<file path="src/rtl/calc_pkg.sv">
// calc_pkg
// Shared definitions for the RPN calculator engine and its stack.
//   - OP_* : 3-bit command opcodes carried on cmd_op_i
//   - state_e : engine FSM state encoding
//   - clog2 : elaboration-time ceiling log2, used to size counters and ports
package calc_pkg;

    localparam logic [2:0] OP_ADD    = 3'b000;
    localparam logic [2:0] OP_SUB    = 3'b001;
    localparam logic [2:0] OP_MUL    = 3'b010;
    localparam logic [2:0] OP_SWAP   = 3'b011;
    localparam logic [2:0] OP_DUP    = 3'b100;
    localparam logic [2:0] OP_POP    = 3'b101;
    localparam logic [2:0] OP_PUSH   = 3'b110;
    localparam logic [2:0] OP_APPEND = 3'b111;

    typedef enum logic [1:0] {
        StIdle = 2'd0,
        StExec = 2'd1,
        StMul  = 2'd2
    } state_e;

    // Smallest r with 2**r >= value (0 for value <= 1).
    function automatic int unsigned clog2(input int unsigned value);
        int unsigned result;
        result = 0;
        for (int unsigned i = 0; i < 32; i++) begin
            if ((64'd1 << i) < 64'(value)) begin
                result = i + 1;
            end
        end
        return result;
    endfunction

endpackage

</file>
<file path="src/rtl/calc_stack.sv">
// calc_stack
// Register-array LIFO with an occupancy counter. The caller guarantees that
// at most one action is asserted per cycle and that it is legal for the
// current occupancy (no push when full, no pop when empty, etc.).
// Ports:
//   clk_i, reset_i        clock, asynchronous active-high reset (clears size)
//   push_i                write wdata_i above TOS, size + 1
//   pop_i                 discard TOS, size - 1
//   replace_top_i         overwrite TOS with wdata_i
//   replace_two_i         pop two, push wdata_i (size - 1)
//   swap_i                exchange TOS and NOS
//   wdata_i               write data for push / replace actions
//   tos_o, nos_o          top and next-on-stack, 0 when not present
//   size_o                number of valid entries
module calc_stack
    import calc_pkg::*;
#(
    parameter int unsigned WIDTH = 32,
    parameter int unsigned DEPTH = 16
) (
    input  logic                       clk_i,
    input  logic                       reset_i,
    input  logic                       push_i,
    input  logic                       pop_i,
    input  logic                       replace_top_i,
    input  logic                       replace_two_i,
    input  logic                       swap_i,
    input  logic [WIDTH-1:0]           wdata_i,
    output logic [WIDTH-1:0]           tos_o,
    output logic [WIDTH-1:0]           nos_o,
    output logic [clog2(DEPTH+1)-1:0]  size_o
);

    localparam int unsigned SW = clog2(DEPTH + 1);
    localparam int unsigned IW = clog2(DEPTH);

    logic [WIDTH-1:0] mem_q [DEPTH];
    logic [SW-1:0]    size_q, size_d;
    logic [IW-1:0]    idx_push, idx_top, idx_nos;

    assign idx_push = IW'(size_q);
    assign idx_top  = IW'(size_q - SW'(1));
    assign idx_nos  = IW'(size_q - SW'(2));

    assign tos_o  = (size_q >= SW'(1)) ? mem_q[idx_top] : '0;
    assign nos_o  = (size_q >= SW'(2)) ? mem_q[idx_nos] : '0;
    assign size_o = size_q;

    always_comb begin
        size_d = size_q;
        if (push_i) begin
            size_d = size_q + SW'(1);
        end else if (pop_i || replace_two_i) begin
            size_d = size_q - SW'(1);
        end
    end

    always_ff @(posedge clk_i or posedge reset_i) begin
        if (reset_i) begin
            size_q <= '0;
        end else begin
            size_q <= size_d;
        end
    end

    // Entry contents need no reset: anything at or above size_q is never read.
    always_ff @(posedge clk_i) begin
        if (push_i) begin
            mem_q[idx_push] <= wdata_i;
        end else if (replace_top_i) begin
            mem_q[idx_top] <= wdata_i;
        end else if (replace_two_i) begin
            mem_q[idx_nos] <= wdata_i;
        end else if (swap_i) begin
            mem_q[idx_top] <= mem_q[idx_nos];
            mem_q[idx_nos] <= mem_q[idx_top];
        end
    end

endmodule

</file>
<file path="src/rtl/rpn_engine.sv">
// rpn_engine
// Command-driven RPN stack calculator: FSM, ALU and shift-add multiplier in
// front of a calc_stack instance.
// Ports:
//   clk_i, reset_i   clock, asynchronous active-high reset
//   cmd_valid_i      command present; accepted when cmd_ready_o is also high
//   cmd_ready_o      engine idle and able to take a command
//   cmd_op_i         opcode (see calc_pkg OP_*)
//   operand_i        switch value for PUSH / APPEND
//   err_clr_i        clears the sticky error flag
//   top_o            top of stack (0 when empty)
//   size_o           number of entries
//   empty_o, full_o  occupancy flags
//   error_o          sticky fault flag
module rpn_engine
    import calc_pkg::*;
#(
    parameter int unsigned WIDTH   = 32,
    parameter int unsigned DEPTH   = 16,
    parameter int unsigned IN_BITS = 8
) (
    input  logic                       clk_i,
    input  logic                       reset_i,
    input  logic                       cmd_valid_i,
    output logic                       cmd_ready_o,
    input  logic [2:0]                 cmd_op_i,
    input  logic [IN_BITS-1:0]         operand_i,
    input  logic                       err_clr_i,
    output logic [WIDTH-1:0]           top_o,
    output logic [clog2(DEPTH+1)-1:0]  size_o,
    output logic                       empty_o,
    output logic                       full_o,
    output logic                       error_o
);

    localparam int unsigned SW = clog2(DEPTH + 1);
    localparam int unsigned CW = clog2(WIDTH + 1);

    state_e               state_q, state_d;
    logic [2:0]           op_q, op_d;
    logic [IN_BITS-1:0]   operand_q, operand_d;
    logic [WIDTH-1:0]     acc_q, acc_d;
    logic [WIDTH-1:0]     mcand_q, mcand_d;
    logic [WIDTH-1:0]     mplier_q, mplier_d;
    logic [CW-1:0]        cnt_q, cnt_d;
    logic                 error_q, error_d;

    logic                 st_push, st_pop, st_rtop, st_rtwo, st_swap;
    logic [WIDTH-1:0]     st_wdata;
    logic [WIDTH-1:0]     tos, nos;
    logic [SW-1:0]        size;
    logic                 is_empty, is_full, two_ok;
    logic                 fault;
    logic [WIDTH-1:0]     operand_ext;

    calc_stack #(
        .WIDTH (WIDTH),
        .DEPTH (DEPTH)
    ) u_stack (
        .clk_i         (clk_i),
        .reset_i       (reset_i),
        .push_i        (st_push),
        .pop_i         (st_pop),
        .replace_top_i (st_rtop),
        .replace_two_i (st_rtwo),
        .swap_i        (st_swap),
        .wdata_i       (st_wdata),
        .tos_o         (tos),
        .nos_o         (nos),
        .size_o        (size)
    );

    assign is_empty    = (size == '0);
    assign is_full     = (size == SW'(DEPTH));
    assign two_ok      = (size >= SW'(2));
    assign operand_ext = {{(WIDTH - IN_BITS){1'b0}}, operand_q};

    assign cmd_ready_o = (state_q == StIdle);
    assign top_o       = tos;
    assign size_o      = size;
    assign empty_o     = is_empty;
    assign full_o      = is_full;
    assign error_o     = error_q;

    always_comb begin
        state_d   = state_q;
        op_d      = op_q;
        operand_d = operand_q;
        acc_d     = acc_q;
        mcand_d   = mcand_q;
        mplier_d  = mplier_q;
        cnt_d     = cnt_q;
        error_d   = error_q;
        st_push   = 1'b0;
        st_pop    = 1'b0;
        st_rtop   = 1'b0;
        st_rtwo   = 1'b0;
        st_swap   = 1'b0;
        st_wdata  = '0;
        fault     = 1'b0;

        unique case (state_q)
            StIdle: begin
                if (cmd_valid_i) begin
                    op_d      = cmd_op_i;
                    operand_d = operand_i;
                    // Only a MUL with two operands runs the multiplier; a
                    // faulting MUL reports through EXEC like everything else.
                    if (cmd_op_i == OP_MUL && two_ok) begin
                        state_d  = StMul;
                        acc_d    = '0;
                        mcand_d  = nos;
                        mplier_d = tos;
                        cnt_d    = '0;
                    end else begin
                        state_d = StExec;
                    end
                end
            end

            StExec: begin
                state_d = StIdle;
                unique case (op_q)
                    OP_PUSH: begin
                        if (is_full) begin
                            fault = 1'b1;
                        end else begin
                            st_push  = 1'b1;
                            st_wdata = operand_ext;
                        end
                    end
                    OP_APPEND: begin
                        st_wdata = {tos[WIDTH-IN_BITS-1:0], operand_q};
                        if (is_empty) begin
                            st_push  = 1'b1;
                            st_wdata = operand_ext;
                        end else begin
                            st_rtop = 1'b1;
                        end
                    end
                    OP_POP: begin
                        if (is_empty) begin
                            fault = 1'b1;
                        end else begin
                            st_pop = 1'b1;
                        end
                    end
                    OP_DUP: begin
                        if (is_full) begin
                            fault = 1'b1;
                        end else begin
                            st_push  = 1'b1;
                            st_wdata = tos;
                        end
                    end
                    OP_SWAP: begin
                        if (!two_ok) begin
                            fault = 1'b1;
                        end else begin
                            st_swap = 1'b1;
                        end
                    end
                    OP_ADD, OP_SUB: begin
                        if (!two_ok) begin
                            fault = 1'b1;
                        end else begin
                            st_rtwo  = 1'b1;
                            st_wdata = (op_q == OP_ADD) ? (nos + tos) : (nos - tos);
                        end
                    end
                    OP_MUL: begin
                        // Reaching EXEC with MUL means the operand check failed.
                        fault = 1'b1;
                    end
                endcase
            end

            StMul: begin
                if (cnt_q == CW'(WIDTH)) begin
                    st_rtwo  = 1'b1;
                    st_wdata = acc_q;
                    state_d  = StIdle;
                end else begin
                    if (mplier_q[0]) begin
                        acc_d = acc_q + mcand_q;
                    end
                    mcand_d  = mcand_q << 1;
                    mplier_d = mplier_q >> 1;
                    cnt_d    = cnt_q + CW'(1);
                end
            end

            default: begin
                state_d = StIdle;
            end
        endcase

        // A fault on the same edge as a clear must leave the flag set.
        if (err_clr_i) begin
            error_d = 1'b0;
        end
        if (fault) begin
            error_d = 1'b1;
        end
    end

    always_ff @(posedge clk_i or posedge reset_i) begin
        if (reset_i) begin
            state_q   <= StIdle;
            op_q      <= OP_ADD;
            operand_q <= '0;
            acc_q     <= '0;
            mcand_q   <= '0;
            mplier_q  <= '0;
            cnt_q     <= '0;
            error_q   <= 1'b0;
        end else begin
            state_q   <= state_d;
            op_q      <= op_d;
            operand_q <= operand_d;
            acc_q     <= acc_d;
            mcand_q   <= mcand_d;
            mplier_q  <= mplier_d;
            cnt_q     <= cnt_d;
            error_q   <= error_d;
        end
    end

endmodule
</file>
<file path="config.mk">
export PLATFORM = sky130hd
export DESIGN_NAME = rpn_engine
export DESIGN_NICKNAME = d
export VERILOG_FILES = /design/src/rtl/calc_pkg.sv /design/src/rtl/calc_stack.sv /design/src/rtl/rpn_engine.sv
export SDC_FILE = /design/constraint.sdc
export NUM_CORES = 2
export LEC_CHECK = 0
export BUFFER_PORTS_ARGS = -buffer_cell sky130_fd_sc_hd__buf_4
export CAP_MARGIN = 20
export CORE_UTILIZATION = 44
export DETAILED_ROUTE_END_ITERATION = 8
export PLACE_DENSITY = 0.6
export SLEW_MARGIN = 20
export SYNTH_ARGS = -nofsm -noshare
export SYNTH_HDL_FRONTEND = slang
export SYNTH_SLANG_ARGS = --single-unit
</file>
<file path="constraint.sdc">
create_clock -name clk_i -period 12.15 [get_ports clk_i]
set_clock_uncertainty 0.15 [all_clocks]
set_input_delay 0.6075 -clock clk_i [delete_from_list [all_inputs] [get_ports clk_i]]
set_output_delay 0.6075 -clock clk_i [all_outputs]
set_load 0.005 [all_outputs]
</file>
==> key figures <==
Status
  • Outcome: finished clean

Routing
  • Via/cell ratio: around 6.6
  • Post-route antenna net violation count: 0
  • Routed WL: 148000 um
  • Routed via count: 32.8k
  • Routed len/inst: 29.8 um
  • # DRC: 0
  • 1st-iter DRT viols: roughly 4.6k
  • Pre-antenna DRT Iters: 5

Setup path
  • Reg2reg start: u_stack.size_o[1]$_DFFE_PP0P_
  • Arrival @ worst endpoint: 9.71 ns
  • R2R cell count: 21
  • Crit path max fanout: 54
  • Req. time, crit path: roughly 12 ns
  • Crit path kind: reg -> reg
  • CP Capture Type: register
  • Worst Setup SP: u_stack.size_o[1]$_DFFE_PP0P_
  • Worst r2r dst: u_stack.mem_q[3][31]$_DFFE_PP_
  • Reg2reg setup slack: between 2 and 3 ns
  • CP endpoint: u_stack.mem_q[3][31]$_DFFE_PP_
  • CP Launch Type: register

Clocking
  • Clk slew on worst S/H paths: ~0.060 ns
  • Sink Count: 633
  • CTS tree: yes
  • Root buf cell: clkbuf_16
  • Worst-Skew Late Latency: around 0.67 ns
  • Post-CTS setup buffers: 0
  • Max Root-Sink Buffers: 3
  • CTS buffer count: 73
  • H-tree levels: 3

Die
  • Die W: 308 um
  • Die area: approximately 0.095 mm2
  • I/O pin total: 56
  • Core footprint: 0.0922 mm2
  • Initial Util: 44.7%
  • DIE HEIGHT: 308 um
  • Row cnt: 111

GRT
  • Pin count of the biggest net entering global routing: 94
  • First-pass GRT wire length: between 200000 and 250000 um
  • Vias in the first global route: 31.4k
  • GRT Residual Overflow: 0
  • Antenna violations before repair: 7
  • GRT Util Overall: 30.9%

Placement
  • Worst slack at placement: 2.80 ns
  • Number of buffers added on ports: 55
  • Detailed Place HPWL: 92800 um
  • RePlAce Congestion: 0.941

STA
  • F_max: roughly 0.11 GHz
  • Worst Tran Pin Value: 1.19 ns
  • Final hold vios: 0
  • Final worst-path cycle share: between 70% and 80%
  • Min setup slack post-route: 2.66 ns
  • RSZ-0062 raised after global routing: no
  • Rel. slew slack: between 15 and 20%
  • Hold WS: roughly 0.032 ns
  • Slew Limit Fails: 0
  • Fin Setup TNS: 0 ns
  • Final min period: 9.49 ns
  • Final setup violation count: 0

Worst hold path
  • Worst Hold Class: in -> reg

Logic synthesis
  • Post-synthesis sequential area ratio: about 45%
  • Synth Flop Type: edfxtp_1
  • Mapped Nets: around 3.8k
  • Number of synthesized flops with an enable pin: 512
  • Warnings from Yosys: 0
  • Async S/R FF share, synth: 19.1%
  • Post-Syn Area per Cell: 11.0 um2
  • Synth Register Bits: 633
  • Mapped Cells: 3747
  • Yosys cell types: 82
  • Cell Area, Synth: 0.0412 mm2

Layout
  • Layout Nets: 3753
  • Layout cells sized above 1: a little under a fifth
  • Fillers: 8267
  • Syn-to-layout area delta: 11.1%

Job
  • Max capacitance violation total: 0
layer usage:
layer  GRT usage, %  part of all wire, %  wire length [um]  up-vias
li1               -                    -                 -    14100
met4           12.7                  4.3              6330       10
met2           48.2                   45             66900     1951
met3           6.46                   11             16900      363
met5              0                0.040                59        -
met1           42.0                   39             57600    16300
layout make-up:
class	instances	area [um2]	area share [%]
diodes	3	7.51	0.0164
clock buffers	91	1990	4.34
clock inverters	44	487	1.06
inverters	40	155	0.339
multi-input cells	2716	21700	47.4
flip-flops and latches	633	18400	40.2
well taps	1243	1560	3.40
repair buffers	191	1480	3.24
worst max-delay path, stage by stage (launching register included):
cell       delay (ns)
dfrtp_4          0.94
inv_1            0.39
ha_4             0.93
buf_12           0.43
mux4_2           0.36
mux2i_1          0.18
mux2i_1          0.24
o41ai_1          0.97
nor4b_2          0.49
nand4bb_1        0.35
nor4_1           0.54
a21oi_1          0.17
xor2_1           0.17
ha_1             0.39
inv_1            0.08
nor2_1           0.10
nor2_1           0.06
o21ai_0          0.73
a211oi_1         0.19
and3_1           0.25
mux2i_2          0.85
nand2_1          0.12
sequential cells by signal (all words and copies together), names as in the netlist:
signal	cells
u_stack.mem_q	512
acc_q	32
mcand_q	32
mplier_q	32
operand_q	8
cnt_q	6
u_stack.size_o	5
op_q	3
state_q	2
error_o	1
logic make-up after synthesis:
family                     after synthesis  share of synthesized area [%]
muxes                                  510                           21.1
AOI/OAI and AO/OA                      845                           13.8
DFF                                    633                           44.6
buffers and inverters                  398                           3.93
adders and majority gates               83                           2.56
xor gates and xnor gates                87                           1.87
and+or+nand+nor                       1191                           12.1
Yosys cell counts (all sizes together) (73+ instances only):
library cell  instances  area (um2)
nand2               649        2440
a21oi               114         571
o211ai              279        2090
buf                  73         399
edfxtp              512       15400
mux2i               200        2010
mux4                285        6420
nor2                298        1120
ha                   81        1010
clkbuf              285        1070
dfrtp               121        3030
o21ai               181         906
cells in the final DEF, fill, tap and decap left out, drive strengths merged, types with 114 or more instances in the layout:
| cell type | count |
|---|---|
| mux2i | 200 |
| nand2 | 649 |
| dfrtp | 121 |
| buf | 189 |
| mux4 | 285 |
| o211ai | 279 |
| nor2 | 298 |
| o21ai | 181 |
| a21oi | 114 |
| edfxtp | 512 |
how the worst min path moves through the flow:
stage	start	cells after the start	endpoint
floorplan	mplier_q[19]$_DFFE_PP0P_	2	mplier_q[19]$_DFFE_PP0P_
global placement	mplier_q[22]$_DFFE_PP0P_	2	mplier_q[22]$_DFFE_PP0P_
detailed placement	mplier_q[24]$_DFFE_PP0P_	2	mplier_q[24]$_DFFE_PP0P_
CTS	operand_i[1]	2	operand_q[1]$_DFFE_PP0P_
global route	operand_i[6]	2	operand_q[6]$_DFFE_PP0P_
finish	operand_i[6]	2	operand_q[6]$_DFFE_PP0P_
through the flow:
| stage | util (%) | instances | cell area, um2 |
|---|---|---|---|
| 2_1_floorplan | - | 3747 | 41200 |
| 3_3_place_gp | 46.8 | 4818 | 43200 |
| 3_5_place_dp | 46.9 | 4819 | 43300 |
| 4_1_cts | 49.6 | 4956 | 45700 |
| 5_1_grt | 49.7 | 4958 | 45800 |
| 6_report | 49.7 | 4961 | 45800 |
repair_timing:
action,CTS,global route
hold buffers,2,0
endpoints found under the hold margin,51,0
gates resized for setup,0,0
Power is not shown: default switching activity piles up to over one toggle a cycle in this logic, so the estimate is an artifact.
